**config.mk**
```make
export PLATFORM = sky130hd
export DESIGN_NAME = matrix_scan_bcm_flat
export DESIGN_NICKNAME = d
export VERILOG_FILES = /design/src/rtl/matrix_scan_bcm_pkg.sv /design/src/rtl/matrix_scan_bcm_if.sv /design/src/rtl/matrix_scan_bcm_bcm_timer.sv /design/src/rtl/matrix_scan_bcm.sv /design/src/flat_wrapper.sv
export SDC_FILE = /design/constraint.sdc
export NUM_CORES = 1
export LEC_CHECK = 0
export ABC_AREA = 0
export BUFFER_PORTS_ARGS = -buffer_cell sky130_fd_sc_hd__buf_2
export CORE_AREA = 8 8 126 93
export CTS_BUF_LIST = sky130_fd_sc_hd__clkbuf_4
export DETAILED_ROUTE_END_ITERATION = 16
export DIE_AREA = 0 0 134 101
export GPL_ROUTABILITY_DRIVEN = 0
export SETUP_SLACK_MARGIN = 0.15
export SLEW_MARGIN = 5
export SYNTH_ARGS = -nofsm -noshare
export SYNTH_HDL_FRONTEND = slang
export SYNTH_SLANG_ARGS = --single-unit
```
**constraint.sdc**
```tcl
create_clock -name clk_in -period 2.7 [get_ports clk_in]
set_input_delay 0.405 -clock clk_in [delete_from_list [all_inputs] [get_ports clk_in]]
set_output_delay 0.405 -clock clk_in [all_outputs]
set_load 0.1 [all_outputs]
```
**src/rtl/matrix_scan_bcm_pkg.sv**
```systemverilog
// Purpose: shared types and plane-selection helpers for the HUB75 BCM scan controller.
// Contents: FSM state enum, plane index width, next-enabled-plane functions.
package matrix_scan_bcm_pkg;

    // Upper bound on bit-planes the helpers can walk; enables are zero-extended to this.
    localparam int unsigned MAX_BB  = 32;
    localparam int unsigned PLANE_W = 5;

    typedef enum logic [2:0] {
        S_IDLE,
        S_REQ,
        S_CLKH,
        S_CLKL,
        S_BLANK,
        S_LATCH,
        S_SHOW
    } state_e;

    // Result of stepping to the next enabled plane; wrapped means the row is finished.
    typedef struct packed {
        logic               wrapped;
        logic [PLANE_W-1:0] idx;
    } plane_sel_t;

    // Lowest set bit of the enable vector (0 when nothing is enabled).
    function automatic logic [PLANE_W-1:0] lowest_plane(input logic [MAX_BB-1:0] en);
        logic [PLANE_W-1:0] idx;
        idx = '0;
        for (int i = int'(MAX_BB) - 1; i >= 0; i--) begin
            if (en[i]) idx = PLANE_W'(i);
        end
        return idx;
    endfunction

    // Next higher enabled plane above cur, else wrap to the lowest enabled plane.
    function automatic plane_sel_t next_plane(input logic [MAX_BB-1:0] en,
                                              input logic [PLANE_W-1:0] cur);
        plane_sel_t sel;
        sel.wrapped = 1'b1;
        sel.idx     = lowest_plane(en);
        for (int i = int'(MAX_BB) - 1; i >= 0; i--) begin
            if (en[i] && (PLANE_W'(i) > cur)) begin
                sel.wrapped = 1'b0;
                sel.idx     = PLANE_W'(i);
            end
        end
        return sel;
    endfunction

endpackage

```
**src/rtl/matrix_scan_bcm_if.sv**
```systemverilog
// Purpose: fetch handshake + panel pin bundle between the scan controller and its neighbours.
// master: scan controller (drives request/address/panel pins, receives pixel_valid/enables).
// slave : fetch/panel side.
interface matrix_scan_bcm_if #(
    parameter int unsigned COL_W = 6,
    parameter int unsigned ROW_W = 4,
    parameter int unsigned BB    = 6
);
    logic             pixel_valid;
    logic [BB-1:0]    brightness_enable;
    logic             pixel_req;
    logic [COL_W-1:0] column_address;
    logic [ROW_W-1:0] row_address;
    logic [ROW_W-1:0] row_address_active;
    logic [BB-1:0]    brightness_mask;
    logic             clk_pixel;
    logic             row_latch;
    logic             output_enable;
    logic             frame_start;

    modport master (
        input  pixel_valid, brightness_enable,
        output pixel_req, column_address, row_address, row_address_active,
               brightness_mask, clk_pixel, row_latch, output_enable, frame_start
    );

    modport slave (
        output pixel_valid, brightness_enable,
        input  pixel_req, column_address, row_address, row_address_active,
               brightness_mask, clk_pixel, row_latch, output_enable, frame_start
    );
endinterface

```
**src/rtl/matrix_scan_bcm_bcm_timer.sv**
```systemverilog
// Purpose: loadable down-counter timing both the blanking gap and the BCM show window.
// Ports: clk_in/reset (sync, active-high); load/load_val preset the count; dec counts down
//        toward 1; done_c is high while the count sits at 1 (last cycle of the window).
module matrix_scan_bcm_bcm_timer #(
    parameter int unsigned SHOW_W = 16
) (
    input  logic              clk_in,
    input  logic              reset,
    input  logic              load,
    input  logic              dec,
    input  logic [SHOW_W-1:0] load_val,
    output logic              done_c
);
    logic [SHOW_W-1:0] count_q;
    logic [SHOW_W-1:0] count_d;

    // Next count: load wins, otherwise count down and park at 1.
    always_comb begin
        count_d = count_q;
        if (load) begin
            count_d = load_val;
        end else if (dec && (count_q > SHOW_W'(1))) begin
            count_d = count_q - SHOW_W'(1);
        end
    end

    always_ff @(posedge clk_in) begin
        if (reset) count_q <= '0;
        else       count_q <= count_d;
    end

    assign done_c = (count_q == SHOW_W'(1));
endmodule

```
**src/rtl/matrix_scan_bcm.sv**
```systemverilog
// Purpose: HUB75 row scan controller with binary-code-modulated output-enable timing.
//   Per row and enabled plane: fetch+shift COLUMNS pixels, blank, latch, show BASE_CYCLES<<plane.
// Ports: clk_in, reset (sync, active-high); bus (master modport): pixel_req/pixel_valid fetch
//   handshake with column/row address and plane mask, panel pins clk_pixel/row_latch/
//   output_enable/row_address_active, brightness_enable plane enables, frame_start pulse.
module matrix_scan_bcm
    import matrix_scan_bcm_pkg::*;
#(
    parameter int unsigned COLUMNS         = 64,
    parameter int unsigned COL_W           = 6,
    parameter int unsigned ROW_W           = 4,
    parameter int unsigned BRIGHTNESS_BITS = 6,
    parameter int unsigned BASE_CYCLES     = 4,
    parameter int unsigned BLANK_CYCLES    = 2,
    parameter int unsigned SHOW_W          = 16
) (
    input  logic              clk_in,
    input  logic              reset,
    matrix_scan_bcm_if.master bus
);
    localparam int unsigned BB = BRIGHTNESS_BITS;

    state_e             state_q, state_d;
    logic               pixel_req_q, pixel_req_d;
    logic               clk_pixel_q, clk_pixel_d;
    logic               row_latch_q, row_latch_d;
    logic               output_enable_q, output_enable_d;
    logic               frame_start_q, frame_start_d;
    logic [COL_W-1:0]   column_address_q, column_address_d;
    logic [ROW_W-1:0]   row_address_q, row_address_d;
    logic [ROW_W-1:0]   row_address_active_q, row_address_active_d;
    logic [BB-1:0]      brightness_mask_q, brightness_mask_d;
    logic [PLANE_W-1:0] plane_q, plane_d;

    logic [MAX_BB-1:0]  enable_c;
    logic [PLANE_W-1:0] lowest_c;
    plane_sel_t         next_c;
    logic [ROW_W-1:0]   row_next_c;
    logic               timer_load_c;
    logic               timer_dec_c;
    logic [SHOW_W-1:0]  timer_val_c;
    logic               timer_done_c;

    assign enable_c    = MAX_BB'(bus.brightness_enable);
    assign lowest_c    = lowest_plane(enable_c);
    assign next_c      = next_plane(enable_c, plane_q);
    assign row_next_c  = next_c.wrapped ? (row_address_q + ROW_W'(1)) : row_address_q;
    assign timer_dec_c = (state_q == S_BLANK) || (state_q == S_SHOW);

    matrix_scan_bcm_bcm_timer #(.SHOW_W(SHOW_W)) u_timer (
        .clk_in   (clk_in),
        .reset    (reset),
        .load     (timer_load_c),
        .dec      (timer_dec_c),
        .load_val (timer_val_c),
        .done_c   (timer_done_c)
    );

    // Next-state and next-output logic; outputs are set on entry to the state that owns them.
    always_comb begin
        state_d              = state_q;
        pixel_req_d          = pixel_req_q;
        clk_pixel_d          = clk_pixel_q;
        row_latch_d          = row_latch_q;
        output_enable_d      = output_enable_q;
        frame_start_d        = 1'b0;
        column_address_d     = column_address_q;
        row_address_d        = row_address_q;
        row_address_active_d = row_address_active_q;
        brightness_mask_d    = brightness_mask_q;
        plane_d              = plane_q;
        timer_load_c         = 1'b0;
        timer_val_c          = '0;

        case (state_q)
            S_IDLE: begin
                output_enable_d = 1'b0;
                if (enable_c != '0) begin
                    state_d           = S_REQ;
                    pixel_req_d       = 1'b1;
                    plane_d           = lowest_c;
                    brightness_mask_d = BB'(1) << lowest_c;
                    column_address_d  = '0;
                    frame_start_d     = (row_address_q == '0);
                end
            end
            S_REQ: begin
                if (bus.pixel_valid) begin
                    state_d     = S_CLKH;
                    pixel_req_d = 1'b0;
                    clk_pixel_d = 1'b1;
                end
            end
            S_CLKH: begin
                state_d     = S_CLKL;
                clk_pixel_d = 1'b0;
            end
            S_CLKL: begin
                if (column_address_q == COL_W'(COLUMNS - 1)) begin
                    state_d          = S_BLANK;
                    column_address_d = '0;
                    timer_load_c     = 1'b1;
                    timer_val_c      = SHOW_W'(BLANK_CYCLES);
                end else begin
                    state_d          = S_REQ;
                    column_address_d = column_address_q + COL_W'(1);
                    pixel_req_d      = 1'b1;
                end
            end
            S_BLANK: begin
                if (timer_done_c) begin
                    state_d              = S_LATCH;
                    row_latch_d          = 1'b1;
                    row_address_active_d = row_address_q;
                    timer_load_c         = 1'b1;
                    timer_val_c          = SHOW_W'(BASE_CYCLES) << plane_q;
                end
            end
            S_LATCH: begin
                state_d         = S_SHOW;
                row_latch_d     = 1'b0;
                output_enable_d = 1'b1;
            end
            S_SHOW: begin
                // Enables are only looked at here, so a mid-plane change waits for this edge.
                if (timer_done_c) begin
                    output_enable_d = 1'b0;
                    if (enable_c == '0) begin
                        state_d           = S_IDLE;
                        brightness_mask_d = '0;
                    end else begin
                        state_d           = S_REQ;
                        pixel_req_d       = 1'b1;
                        plane_d           = next_c.idx;
                        brightness_mask_d = BB'(1) << next_c.idx;
                        row_address_d     = row_next_c;
                        frame_start_d     = (row_next_c == '0) && (next_c.idx == lowest_c);
                    end
                end
            end
            default: state_d = S_IDLE;
        endcase
    end

    always_ff @(posedge clk_in) begin
        if (reset) begin
            state_q              <= S_IDLE;
            pixel_req_q          <= 1'b0;
            clk_pixel_q          <= 1'b0;
            row_latch_q          <= 1'b0;
            output_enable_q      <= 1'b0;
            frame_start_q        <= 1'b0;
            column_address_q     <= '0;
            row_address_q        <= '0;
            row_address_active_q <= '0;
            brightness_mask_q    <= '0;
            plane_q              <= lowest_c;
        end else begin
            state_q              <= state_d;
            pixel_req_q          <= pixel_req_d;
            clk_pixel_q          <= clk_pixel_d;
            row_latch_q          <= row_latch_d;
            output_enable_q      <= output_enable_d;
            frame_start_q        <= frame_start_d;
            column_address_q     <= column_address_d;
            row_address_q        <= row_address_d;
            row_address_active_q <= row_address_active_d;
            brightness_mask_q    <= brightness_mask_d;
            plane_q              <= plane_d;
        end
    end

    assign bus.pixel_req          = pixel_req_q;
    assign bus.clk_pixel          = clk_pixel_q;
    assign bus.row_latch          = row_latch_q;
    assign bus.output_enable      = output_enable_q;
    assign bus.frame_start        = frame_start_q;
    assign bus.column_address     = column_address_q;
    assign bus.row_address        = row_address_q;
    assign bus.row_address_active = row_address_active_q;
    assign bus.brightness_mask    = brightness_mask_q;
endmodule
```
**src/flat_wrapper.sv**
```systemverilog
// flat-port wrapper written by rule: the top's interface ports become plain ports
module matrix_scan_bcm_flat import matrix_scan_bcm_pkg::*;
#(
    parameter int unsigned COLUMNS         = 64,
    parameter int unsigned COL_W           = 6,
    parameter int unsigned ROW_W           = 4,
    parameter int unsigned BRIGHTNESS_BITS = 6,
    parameter int unsigned BASE_CYCLES     = 4,
    parameter int unsigned BLANK_CYCLES    = 2,
    parameter int unsigned SHOW_W          = 16
)
  (clk_in, reset, bus_pixel_valid, bus_brightness_enable, bus_pixel_req, bus_column_address, bus_row_address, bus_row_address_active, bus_brightness_mask, bus_clk_pixel, bus_row_latch, bus_output_enable, bus_frame_start);
  matrix_scan_bcm_if #(.COL_W(COL_W), .ROW_W(ROW_W)) bus_i ();
  input  logic clk_in;
  input  logic reset;
  input wire logic [$bits(bus_i.pixel_valid)-1:0] bus_pixel_valid;
  input wire logic [$bits(bus_i.brightness_enable)-1:0] bus_brightness_enable;
  output wire logic [$bits(bus_i.pixel_req)-1:0] bus_pixel_req;
  output wire logic [$bits(bus_i.column_address)-1:0] bus_column_address;
  output wire logic [$bits(bus_i.row_address)-1:0] bus_row_address;
  output wire logic [$bits(bus_i.row_address_active)-1:0] bus_row_address_active;
  output wire logic [$bits(bus_i.brightness_mask)-1:0] bus_brightness_mask;
  output wire logic [$bits(bus_i.clk_pixel)-1:0] bus_clk_pixel;
  output wire logic [$bits(bus_i.row_latch)-1:0] bus_row_latch;
  output wire logic [$bits(bus_i.output_enable)-1:0] bus_output_enable;
  output wire logic [$bits(bus_i.frame_start)-1:0] bus_frame_start;
  assign bus_i.pixel_valid = bus_pixel_valid;
  assign bus_i.brightness_enable = bus_brightness_enable;
  assign bus_pixel_req = bus_i.pixel_req;
  assign bus_column_address = bus_i.column_address;
  assign bus_row_address = bus_i.row_address;
  assign bus_row_address_active = bus_i.row_address_active;
  assign bus_brightness_mask = bus_i.brightness_mask;
  assign bus_clk_pixel = bus_i.clk_pixel;
  assign bus_row_latch = bus_i.row_latch;
  assign bus_output_enable = bus_i.output_enable;
  assign bus_frame_start = bus_i.frame_start;
  matrix_scan_bcm #(.COLUMNS(COLUMNS), .COL_W(COL_W), .ROW_W(ROW_W), .BRIGHTNESS_BITS(BRIGHTNESS_BITS), .BASE_CYCLES(BASE_CYCLES), .BLANK_CYCLES(BLANK_CYCLES), .SHOW_W(SHOW_W)) u_core (.clk_in(clk_in), .reset(reset), .bus(bus_i));
endmodule
```
======== After elaboration in Yosys (flattened, before gate mapping) ========
Index checks and enable logic that the tools add are counted.
word-level totals
  bits in registers ....................... 49
  logic and storage cells ................. 132
  bits of input ports ..................... 9
cells by class
  order comparisons ....................... 7
  equal/unequal tests ..................... 18
  reductions and logical operators ........ 32
  shifts and indexed selects .............. 3
  mux-type cells .......................... 56
  add/subtract/negate cells ............... 3
  bitwise operators ....................... 1
operators with widths
  cell                                                                              number
  6-bit 2-to-1 mux                                                                  11
  16-bit 2-to-1 mux                                                                 3
  5-bit 2-to-1 mux                                                                  9
  32-bit logical NOT                                                                1
  16-bit one-hot mux with 2 select lines                                            1
  32-bit nonzero test                                                               1
  6-bit one-hot mux with 2 select lines                                             2
  3-bit one-hot mux with 7 select lines                                             1
  3-bit 2-to-1 mux                                                                  6
  16-bit by 1-bit == test with 1-bit output, second input constant                  1
  16-bit by 1-bit greater-than comparator with 1-bit output, second input constant  1
  3-bit by 5-bit << shifter with 16-bit output, first input constant                1
  16-bit by 1-bit subtractor with 16-bit output, second input constant              1
  1-bit 2-to-1 mux                                                                  14
  1-bit by 5-bit << shifter with 6-bit output, first input constant                 2
  1-bit by 5-bit greater-than comparator with 1-bit output, first input constant    2
  2-bit by 5-bit greater-than comparator with 1-bit output, first input constant    2
  3-bit by 5-bit greater-than comparator with 1-bit output, first input constant    2
  5-bit one-hot mux with 2 select lines                                             1
  2-bit AND reduction                                                               5
  2-bit nonzero test                                                                5
  3-bit == test, second input constant                                              3
  1-bit logical AND                                                                 8
  4-bit logical NOT                                                                 2
  other kinds (23)                                                                  35

======== Longest topological paths before layout ========
Gate-level depths: netlist of the first run.
  depth after elaboration ................. 18
  gate-level depth with buffers ........... 8
  depth with buffers taken out ............ 7

======== Cells and area by module ========
From an unflattened synthesis of the first run, not the netlist that was laid out.
second synthesis, totals
  cells, all modules ...................... 406
  area total of the unflattened synthesis .. 3119.2 um^2
modules (own cells, without submodules)
  module                     area an instance (um^2)  sequential area each (um^2)  cells each  times used
  matrix_scan_bcm            2026.9                   650.6                        272         1
  matrix_scan_bcm_bcm_timer  1092.3                   320.3                        134         1

======== Worst setup path before layout of the first run ========
OpenSTA, ideal clock, no wires.
  kind .................................... flip-flop to flip-flop
  start point ............................. register u_core.column_address_q[0], in the netlist u_core.bus.column_address[0]
  end point ............................... register u_core.u_timer.count_q[6]
  path buffers ............................ 1
  period minus slack after synthesis ...... 2529 ps
  arrival ................................. 2406 ps
  slack ................................... 171 ps
  stages on the path, launching flop included .. 9
  cells stage by stage .................... dfxtp_1 ha_1 nand3_1 nor2_1 nand2_1 nand2b_1 nand2b_1 buf_2 o22ai_1
on the way
  longest elaborated chain between the ends .. 4
ends and longest elaborated chain
  item                                                            line                             RTL
  from (decl)                                                     matrix_scan_bcm.sv:29            logic [COL_W-1:0] column_address_q, column_address_d;
  from (signal assigned)                                          matrix_scan_bcm.sv:165           column_address_q <= column_address_d;
  6-bit == test *                                                 matrix_scan_bcm.sv:99            if (column_address_q == COL_W'(COLUMNS - 1)) begin
  1-bit 2-to-1 mux *                                              matrix_scan_bcm.sv:99
  1-bit one-hot mux with 2 select lines *                         matrix_scan_bcm.sv:75            case (state_q)
  16-bit 2-to-1 mux / 2-bit nonzero test (equally long branches)  -
  to (signal assigned)                                            matrix_scan_bcm_bcm_timer.sv:29  else count_q <= count_d;
  to (decl)                                                       matrix_scan_bcm_bcm_timer.sv:14  logic [SHOW_W-1:0] count_q;
Every way passes the cells marked *; elsewhere a longest branch is shown, timed or not.
A chain may end at the register's enable or synchronous reset.

======== Final worst setup path of the first run ========
  start point ............................. register u_core.u_timer.count_q[8]
  end point ............................... register u_core.u_timer.count_q[2]
on the way
  longest elaborated chain between the ends .. 4
ends and longest elaborated chain
  item
  parallel branches: the longest is 4 deep, another holds 16-bit by 1-bit greater-than comparator with 1-bit output
Parallel ways; which one is timed is not known.

==> impl_metrics.yaml, run 1 <==
worst_hold_path:
  worst_hold_startpoint: "bus_pixel_valid"
  hp-class: "input port to register"
timing:
  worst_slew_pin_slew_ps: 573
  slew_violations: 0
  layout_min_cycle_time_ps: 2490
  hold_violations: 0
  clock_skew_ps: 15.2
  setup_viol: 0
  setup_tns_ps: 0
  fin_crit_sh_pct: 92.1
  grt_setup_unrepaired: "no"
  relSlewSlack_pct: 61.4
  max_freq_ghz: 0.402
placement:
  dp_cells: 520
  hpwl_mm: 5.96
  port_buffers: 33
synth:
  yosysSeqAreaShare_pct: 34.3
  synth_seq_cells: 47
  synth_warnings: 0
  synthesis.nets: 366
  synth_top_flop_cell: "dfxtp_1"
  avgSynthCellArea_um2: 8.03
  ys_types: 58
  netlist_area_um2: 2830
  synth-async-reset-ratio_pct: 0
  synth_edf_count: 3
  syn_inst: 352
cts:
  cts_max_level: 2
  cts-root-buf: "clkbuf_4"
  clock_latency_ps: 360
  cts_tree: "built"
  clk_pin_slew_ps: 140
  cts.sinks: 47
  clockBufferDepth: 2
  cts_buffers: 5
drt:
  totalWireLength_mm: 7.91
  drc: 0
  top_layer_used: "met4"
  detail_route.first_pass.iterations: 5
  met2_length_mm: 3.07
  viasPerCell: 5.34
  wl_met3_um: 578
  via_count: 2838
  detail-route-antenna-nets: 0
  first_iter_violations: 318
  m1WireLength_mm: 4.15
  wl_per_cell_um: 14.9
grt:
  grt_max_degree: 39
  grt_pass1_wl_mm: 13.0
  antenna_found_initial: 0
  grt-ovfl-total: 0
  grt_pass1_vias: 2582
  grt_use_total_pct: 11.6
worst_setup_path:
  crit_start: "u_core.u_timer.count_q[8]"
  critical_path_buf_inv_count: 0
  reg2reg_from: "u_core.u_timer.count_q[8]"
  crit_fanout: 7
  slowest_delay_ps: 600
  cp-start-kind: "register"
  critical-path-top-delay-family: "simple AND/OR/NAND/NOR gates"
  critPathKind: "register to register"
  cp.required_ps: 2980
  arrival_ps: 2760
  worstSetupEndpointType: "register"
  cp_cell_sequence: "or4_4 > or3_4 > or4_4 > or3_4 > o22ai_1"
  crit_path_top_delay_cell: "or4_4"
final_layout:
  drive_gt1_share_pct: 21.6
  mostFrequentLayoutCell: "nor2_1"
  areaGrowthSynthToFinish_pct: 18.2
  fin_nets: 412
  stdcell_count: 531
  antennaDiodeCount: 0
  fin_util_pct: 33.8
  fillers: 1034
  mostFrequentLayoutCells: "nor2_1 (53), dfxtp_1 (41), buf_2 (33), nand2_1 (24)"
die:
  die_w_um: 134
  fp.dieH_um: 101
  die_area_um2: 13500
  num_io_pins: 34
  core-area_um2: 9890
  start_util_pct: 28.6
  num_rows: 31
pwr:
  ir_drop_mv: 0.170
  power_per_cell_area_nw_per_um2: 413
  p_leak_nw: 1.30
flow_run:
  cap_violations: 0
outcome:
  outcome: "finished clean"
==> state kept, by name (all words and copies together) (netlist names) <==
signal and count:
u_core.bus.row_address 4, u_core.bus.row_latch 1, u_core.bus.clk_pixel 1, u_core.state_q 3, u_core.bus.pixel_req 1, u_core.bus.column_address 6
u_core.bus.brightness_mask 6, u_core.bus.frame_start 1, u_core.plane_q 3, u_core.bus.row_address_active 4, u_core.u_timer.count_q 16, u_core.bus.output_enable 1
==> worst paths after layout <==
check | cells past startpoint | slack (ps) | to
worst min register to register | 2 | 480 | u_core.bus.pixel_req
worst min-delay path | 3 | 390 | u_core.state_q[1]
worst max register to register | 5 | 210 | u_core.u_timer.count_q[2]
worst max-delay path | 5 | 210 | u_core.u_timer.count_q[2]
==> per-stage QoR <==
step | setup WS, ps | hold slack [ps] | power [mW] | cell area [um2]
after floorplan | 171 | 485 | 0.971 | 2830
after global placement | 169 | 460 | 1.05 | 3220
after detailed placement | 101 | 465 | 1.05 | 3220
after CTS | 182 | 362 | 1.39 | 3310
after global routing | 160 | 394 | 1.46 | 3340
final | 212 | 395 | 1.38 | 3340
==> synthesized netlist by cell type, types with 3 or more instances <==
cell type / number / area [um2]
dfxtp_1: 44 / 881
o22ai_1: 5 / 31.3
edfxtp_1: 3 / 90.1
and3_1: 3 / 18.8
o31ai_1: 3 / 22.5
nor2b_1: 9 / 56.3
o211ai_1: 3 / 22.5
a31oi_1: 3 / 18.8
a22oi_1: 4 / 30.0
xnor2_1: 11 / 96.3
o31a_1: 3 / 26.3
nand3_1: 4 / 20.0
clkbuf_1: 11 / 41.3
o21ai_0: 14 / 70.1
mux2i_1: 8 / 80.1
nor3_1: 19 / 95.1
inv_1: 10 / 37.5
nor4_1: 6 / 37.5
nor4b_1: 4 / 35.0
xor2_1: 3 / 26.3
nand3b_1: 3 / 22.5
a21oi_1: 21 / 105
a311oi_1: 8 / 70.1
or3_1: 7 / 43.8
or4_1: 3 / 22.5
buf_2: 3 / 15.0
nand2b_1: 9 / 56.3
ha_1: 5 / 62.6
nor2_1: 53 / 199
nand4_1: 3 / 18.8
a211oi_1: 3 / 22.5
a2111oi_0: 4 / 35.0
or2_2: 3 / 18.8
nand2_1: 24 / 90.1
==> layout make-up <==
| cell class | instances | area (um2) | area share [%] |
|---|---|---|---|
| sequential | 47 | 975 | 29.2 |
| multi-input combinational | 279 | 1770 | 53.1 |
| tap | 132 | 165 | 4.94 |
| timing repair buffer | 55 | 334 | 9.99 |
| clock buffer | 6 | 45.0 | 1.35 |
| clock inverter | 2 | 12.5 | 0.374 |
| inverter | 10 | 37.5 | 1.12 |
==> where the power goes <==
part           internal [mW]  leakage (nW)  switching, mW  total (mW)
logic                 0.0891         0.878          0.217       0.306
registers              0.719         0.391         0.0188       0.738
clock network          0.111        0.0317          0.226       0.337
==> logic make-up after synthesis <==
| family | after synthesis | synth area share (%) |
|---|---|---|
| compound gates | 91 | 21.9 |
| mux | 8 | 2.83 |
| buf+inv | 26 | 4.11 |
| simple gates | 161 | 30.3 |
| flops | 47 | 34.3 |
| xor+xnor | 14 | 4.34 |
| fa+ha+maj | 5 | 2.21 |
==> routing by layer <==
layer / GRT usage (%) / vias to the layer above
met4: 3.61 / 0
met3: 1.99 / 12
met2: 15.8 / 124
met5: 0 / -
li1: - / 1397
met1: 17.7 / 1305
==> worst reg2reg max path: cells and delay by family, from the launching register on <==
kind / cells / cell delay, ps
flip-flops: 1 / 350
AND/OR/NAND/NOR: 4 / 1880
AO/OA/AOI/OAI: 1 / 170
==> what timing repair did <==
action | CTS | global route
hold buffers | 0 | 0
setup buffers | 3 | 0
resized for setup | 1 | 11
endpoints found under the setup margin | 14 | 18
pin swaps | 1 | 2
Note: power is estimated with default switching activity, not from simulation.
==> run 2, diff against run 1 <==
--- a/config.mk
+++ b/config.mk
@@ -6,11 +6,11 @@
 export NUM_CORES = 1
 export LEC_CHECK = 0
 export ABC_AREA = 0
-export BUFFER_PORTS_ARGS = -buffer_cell sky130_fd_sc_hd__buf_2
 export CORE_AREA = 8 8 126 93
 export CTS_BUF_LIST = sky130_fd_sc_hd__clkbuf_4
 export DETAILED_ROUTE_END_ITERATION = 16
 export DIE_AREA = 0 0 134 101
+export DONT_BUFFER_PORTS = 1
 export GPL_ROUTABILITY_DRIVEN = 0
 export SETUP_SLACK_MARGIN = 0.15
 export SLEW_MARGIN = 5
==> run 2 against run 1 <==
Net effect: routed wire length shrank 0.68%; sequential share of layout area grew 1.1 points; final cell count shrank 4.9%; count of clock-buffer cells in the layout is the same; clock power grew 7.4%; power shrank 0.96%; via count shrank 5.3%; core utilization shrank 1.3 points; hold slack lost 300 ps; first-iteration DRC count shrank 6.3%; design area shrank 3.7%; die area is the same.
==> impl_metrics.yaml, run 2 (same netlist as run 1, synthesis figures left out) <==
outcome:
  outcome: "finished clean"
cts:
  cts.sinks: 47
  cts_tree: "built"
  clk_pin_slew_ps: 160
  clockBufferDepth: 2
  cts_setup_buffers: 0
  cts_max_level: 2
  cts-root-buf: "clkbuf_4"
  clock_latency_ps: 380
  cts_buffers: 5
placement:
  hpwl_mm: 5.97
  port_buffers: 0
  place_ws_ps: 145
  placed_cell_area_um2: 3130
grt:
  grt_use_total_pct: 11.7
  grt_pass1_vias: 2555
  grt_pass1_wl_mm: 13.0
  grt-ovfl-total: 0
  grt_max_degree: 40
  antenna_found_initial: 0
timing:
  max_freq_ghz: 0.407
  fin_crit_sh_pct: 91.0
  hold_slack_ps: 91.6
  worst_slew_pin_slew_ps: 989
  layout_min_cycle_time_ps: 2460
  grt_setup_unrepaired: "no"
  clock_skew_ps: 16.9
  hold_violations: 0
  fin_ws_ps: 242
  setup_tns_ps: 0
  setup_viol: 0
  relSlewSlack_pct: 33.9
  slew_violations: 0
worst_setup_path:
  crit_fanout: 6
  cp_cell_sequence: "or4_4 > or3_4 > or4_4 > or3_4 > o22ai_1"
  slowest_delay_ps: 580
  crit_path_top_delay_cell: "or4_4"
  arrival_ps: 2750
  critPathKind: "register to register"
  worstSetupEndpointType: "register"
  cp.required_ps: 2990
  cp-start-kind: "register"
final_layout:
  mostFrequentLayoutCell: "nor2_1"
  largest_reg_flops: 16
  regMostFlops: "u_core.u_timer.count_q"
  drive_gt1_share_pct: 15.3
  fin_nets: 386
  areaGrowthSynthToFinish_pct: 13.8
  design_area_um2: 3220
  mostFrequentLayoutCells: "nor2_1 (53), dfxtp_1 (42), buf_4 (29), nand2_1 (24), a21oi_1 (21)"
  antennaDiodeCount: 0
pwr:
  ir_drop_mv: 0.209
  power_per_cell_area_nw_per_um2: 425
  p_leak_nw: 1.18
  p_total_mw: 1.37
drt:
  drc: 0
  viasPerCell: 5.32
  via_count: 2689
  first_iter_violations: 298
  detail_route.first_pass.iterations: 4
  wl_per_cell_um: 15.6
  totalWireLength_mm: 7.86
  detail-route-antenna-nets: 0
die:
  core-area_um2: 9890
  fp.dieH_um: 101
  die_w_um: 134
  num_io_pins: 34
  die_area_um2: 13500
  num_rows: 31
  start_util_pct: 28.6
worst_hold_path:
  hp-class: "input port to register"
flow_run:
  cap_violations: 0
[run 2: worst paths after layout]
kind | from | endpoint | slack, ps | depth (start not counted)
min | reset | u_core.state_q[2] | 90 | 1
max | u_core.u_timer.count_q[9] | u_core.u_timer.count_q[2] | 240 | 5
min reg2reg | u_core.bus.clk_pixel | u_core.bus.clk_pixel | 510 | 2
max reg2reg | u_core.u_timer.count_q[9] | u_core.u_timer.count_q[2] | 240 | 5
[run 2: power by group]
| part | switching, mW | internal, mW | leakage (nW) |
|---|---|---|---|
| logic | 0.116 | 0.0750 | 0.751 |
| registers | 0.0957 | 0.719 | 0.390 |
| clock network | 0.245 | 0.117 | 0.0366 |
| total | 0.456 | 0.911 | 1.18 |
[run 2: metrics by stage]
stage,instances,utilization (%)
after global placement,497,31.7
after detailed placement,497,31.7
final,505,32.5
after floorplan,352,-
after CTS,505,32.4
after global routing,505,32.5
[run 2: final cells by class]
type	instances	area [um2]
fill	1064	6670
multi-input combinational	279	1760
sequential	47	973
timing repair buffer	29	218
tap	132	165
clock buffer	6	45.0
inverter	10	37.5
clock inverter	2	15.0
[run 2: critical path, delay by kind of cell, from the launching register on]
kind	cells	cell delay [ps]
AOI/OAI and AO/OA	1	160
and+or+nand+nor	4	1850
DFF	1	370
[run 2: what timing repair did]
item	4_1_cts	5_1_grt
hold buffers	0	0
endpoints found under the setup margin	3	20
hold endpoints to repair	0	0
pin swaps	0	3
resized for setup	4	4
[run 2: layer usage]
layer | up-vias | track usage (%) | part of all wire [%] | wire length [um]
met4 | 0 | 3.27 | 1.0 | 81
met5 | - | 0 | 0 | 0
met2 | 82 | 16.3 | 39 | 3040
met1 | 1267 | 17.2 | 53 | 4160
met3 | 8 | 2.89 | 7.2 | 569
li1 | 1332 | - | - | -
==> run 3, diff against run 2 <==
==> constraint.sdc (replaced) <==
create_clock -name clk_in -period 2.7 [get_ports clk_in]
set_input_delay 0.405 -clock clk_in [delete_from_list [all_inputs] [get_ports clk_in]]
set_output_delay 0.405 -clock clk_in [all_outputs]
set_load 0.02 [all_outputs]
==> run 3 against run 2 <==
Net effect: hold slack better by 2.4 ps; first-iteration DRC count down 3.0%; flip-flop and latch count did not move.
==> impl_metrics.yaml, run 3 (same netlist as run 1, synthesis figures left out) <==
worst_setup_path:
  r2r_end: "u_core.plane_q[1]"
  cp-start-kind: "register"
  worst-r2r-setup-slack_ps: 200
  cp.required_ps: 2800
  worstSetupEndpointType: "register"
  rr_worst_depth: 6
  reg2reg_from: "u_core.u_timer.count_q[2]"
  crit_end: "u_core.plane_q[1]"
  arrival_ps: 2590
  critPathKind: "register to register"
  crit_start: "u_core.u_timer.count_q[2]"
  crit_fanout: 5
cts:
  cts_hold_buf: 0
  clk_pin_slew_ps: 160
  cts_buffers: 5
  clockBufferDepth: 2
  clock_latency_ps: 370
  cts.sinks: 47
  cts_max_level: 2
  cts_setup_buffers: 0
  cts-root-buf: "clkbuf_4"
  cts_tree: "built"
die:
  fp.dieH_um: 101
  die_w_um: 134
  num_rows: 31
  die_area_um2: 13500
  start_util_pct: 28.6
  core-area_um2: 9890
  num_io_pins: 34
final_layout:
  areaGrowthSynthToFinish_pct: 11.5
  fin_nets: 375
  drive_gt1_share_pct: 13.3
  mostFrequentLayoutCells: "nor2_1 (53), dfxtp_1 (42), nand2_1 (23), a21oi_1 (21), nor3_1 (19)"
  mostFrequentLayoutCell: "nor2_1"
  largest_reg_flops: 16
  stdcell_count: 494
  antennaDiodeCount: 0
  fin_util_pct: 31.9
  fillers: 1025
  regMostFlops: "u_core.u_timer.count_q"
pwr:
  p_leak_nw: 1.12
  ir_drop_mv: 0.252
  power_per_cell_area_nw_per_um2: 412
timing:
  max_freq_ghz: 0.400
  setup_viol: 0
  grt_setup_unrepaired: "no"
  hold_slack_ps: 94.0
  slew_violations: 0
  fin_crit_sh_pct: 92.5
  layout_min_cycle_time_ps: 2500
  setup_tns_ps: 0
  worst_slew_pin_slew_ps: 667
  hold_violations: 0
  clock_skew_ps: 16.8
  relSlewSlack_pct: 55.5
grt:
  grt-ovfl-total: 0
  grt_pass1_vias: 2414
  grt_pass1_wl_mm: 12.6
  antenna_found_initial: 0
  grt_use_total_pct: 11.4
  grt_max_degree: 40
worst_hold_path:
  worst_hold_startpoint: "reset"
  hp-class: "input port to register"
drt:
  drc: 0
  detail_route.first_pass.iterations: 5
  detail-route-antenna-nets: 0
  viasPerCell: 5.44
  via_count: 2689
  wl_per_cell_um: 15.7
  first_iter_violations: 289
  totalWireLength_mm: 7.78
placement:
  port_buffers: 0
  hpwl_mm: 5.80
  dp_cells: 486
flow_run:
  cap_violations: 0
outcome:
  outcome: "finished clean"
[run 3: cell types whose count changed in the layout (fill, tap and decap cells not counted), sizes merged]
cell / before / now
buf: 29 / 18
clkinv: 0 / 1
clkbuf: 6 / 5
[run 3: worst max-delay path, cell delays in order, from the launching register on]
cell and delay (ps):
dfxtp_2 370, or4_4 550, or3_4 390, nor3_4 260
nand2_2 120, a2111oi_4 350, or2_4 190
[run 3: how the worst min path moves through the flow]
stage                                              end  slack, ps  cells after the start
after floorplan             u_core.u_timer.count_q[11]        490                      2
final                     u_core.bus.column_address[4]         90                      1
after global placement               u_core.state_q[2]        490                      1
after CTS                 u_core.bus.column_address[0]         80                      1
after detailed placement     u_core.u_timer.count_q[1]        490                      1
after global routing         u_core.u_timer.count_q[9]         40                      1
[run 3: layout make-up]
| class | instances | area (um2) | area share (%) |
|---|---|---|---|
| Multi-Input combinational cell | 279 | 1780 | 56.5 |
| Sequential cell | 47 | 973 | 30.9 |
| Tap cell | 132 | 165 | 5.24 |
| Timing Repair Buffer | 18 | 135 | 4.29 |
| Clock buffer | 5 | 37.5 | 1.19 |
| Inverter | 10 | 37.5 | 1.19 |
| Clock inverter | 3 | 22.5 | 0.714 |
[run 3: stage by stage]
stage	total power, mW	setup WS [ps]	instance area (um2)
after floorplan	0.905	258	2830
after global placement	0.945	174	3050
after detailed placement	0.946	120	3050
after CTS	1.31	144	3120
after global routing	1.37	126	3150
final	1.30	202	3150
[run 3: metal layers]
metal  global-route usage, %  share of wire, %
met1                    16.6                51
met3                    3.69               9.2
met4                    2.49              0.51
met2                    15.6                39
met5                       0                 0
[run 3: repair_timing]
item                                   CTS  global route
endpoints found under the hold margin    0             0
setup endpoints to repair                3            18
gates resized for setup                  4             7
cloned                                   0             0
pin swaps                                1             1
[run 3: power breakdown]
part	total, mW	leakage (nW)	switching [mW]	internal, mW
Combinational	0.176	0.694	0.102	0.0739
Clock	0.359	0.0360	0.252	0.108
Sequential	0.763	0.390	0.0435	0.720
Total	1.30	1.12	0.397	0.901
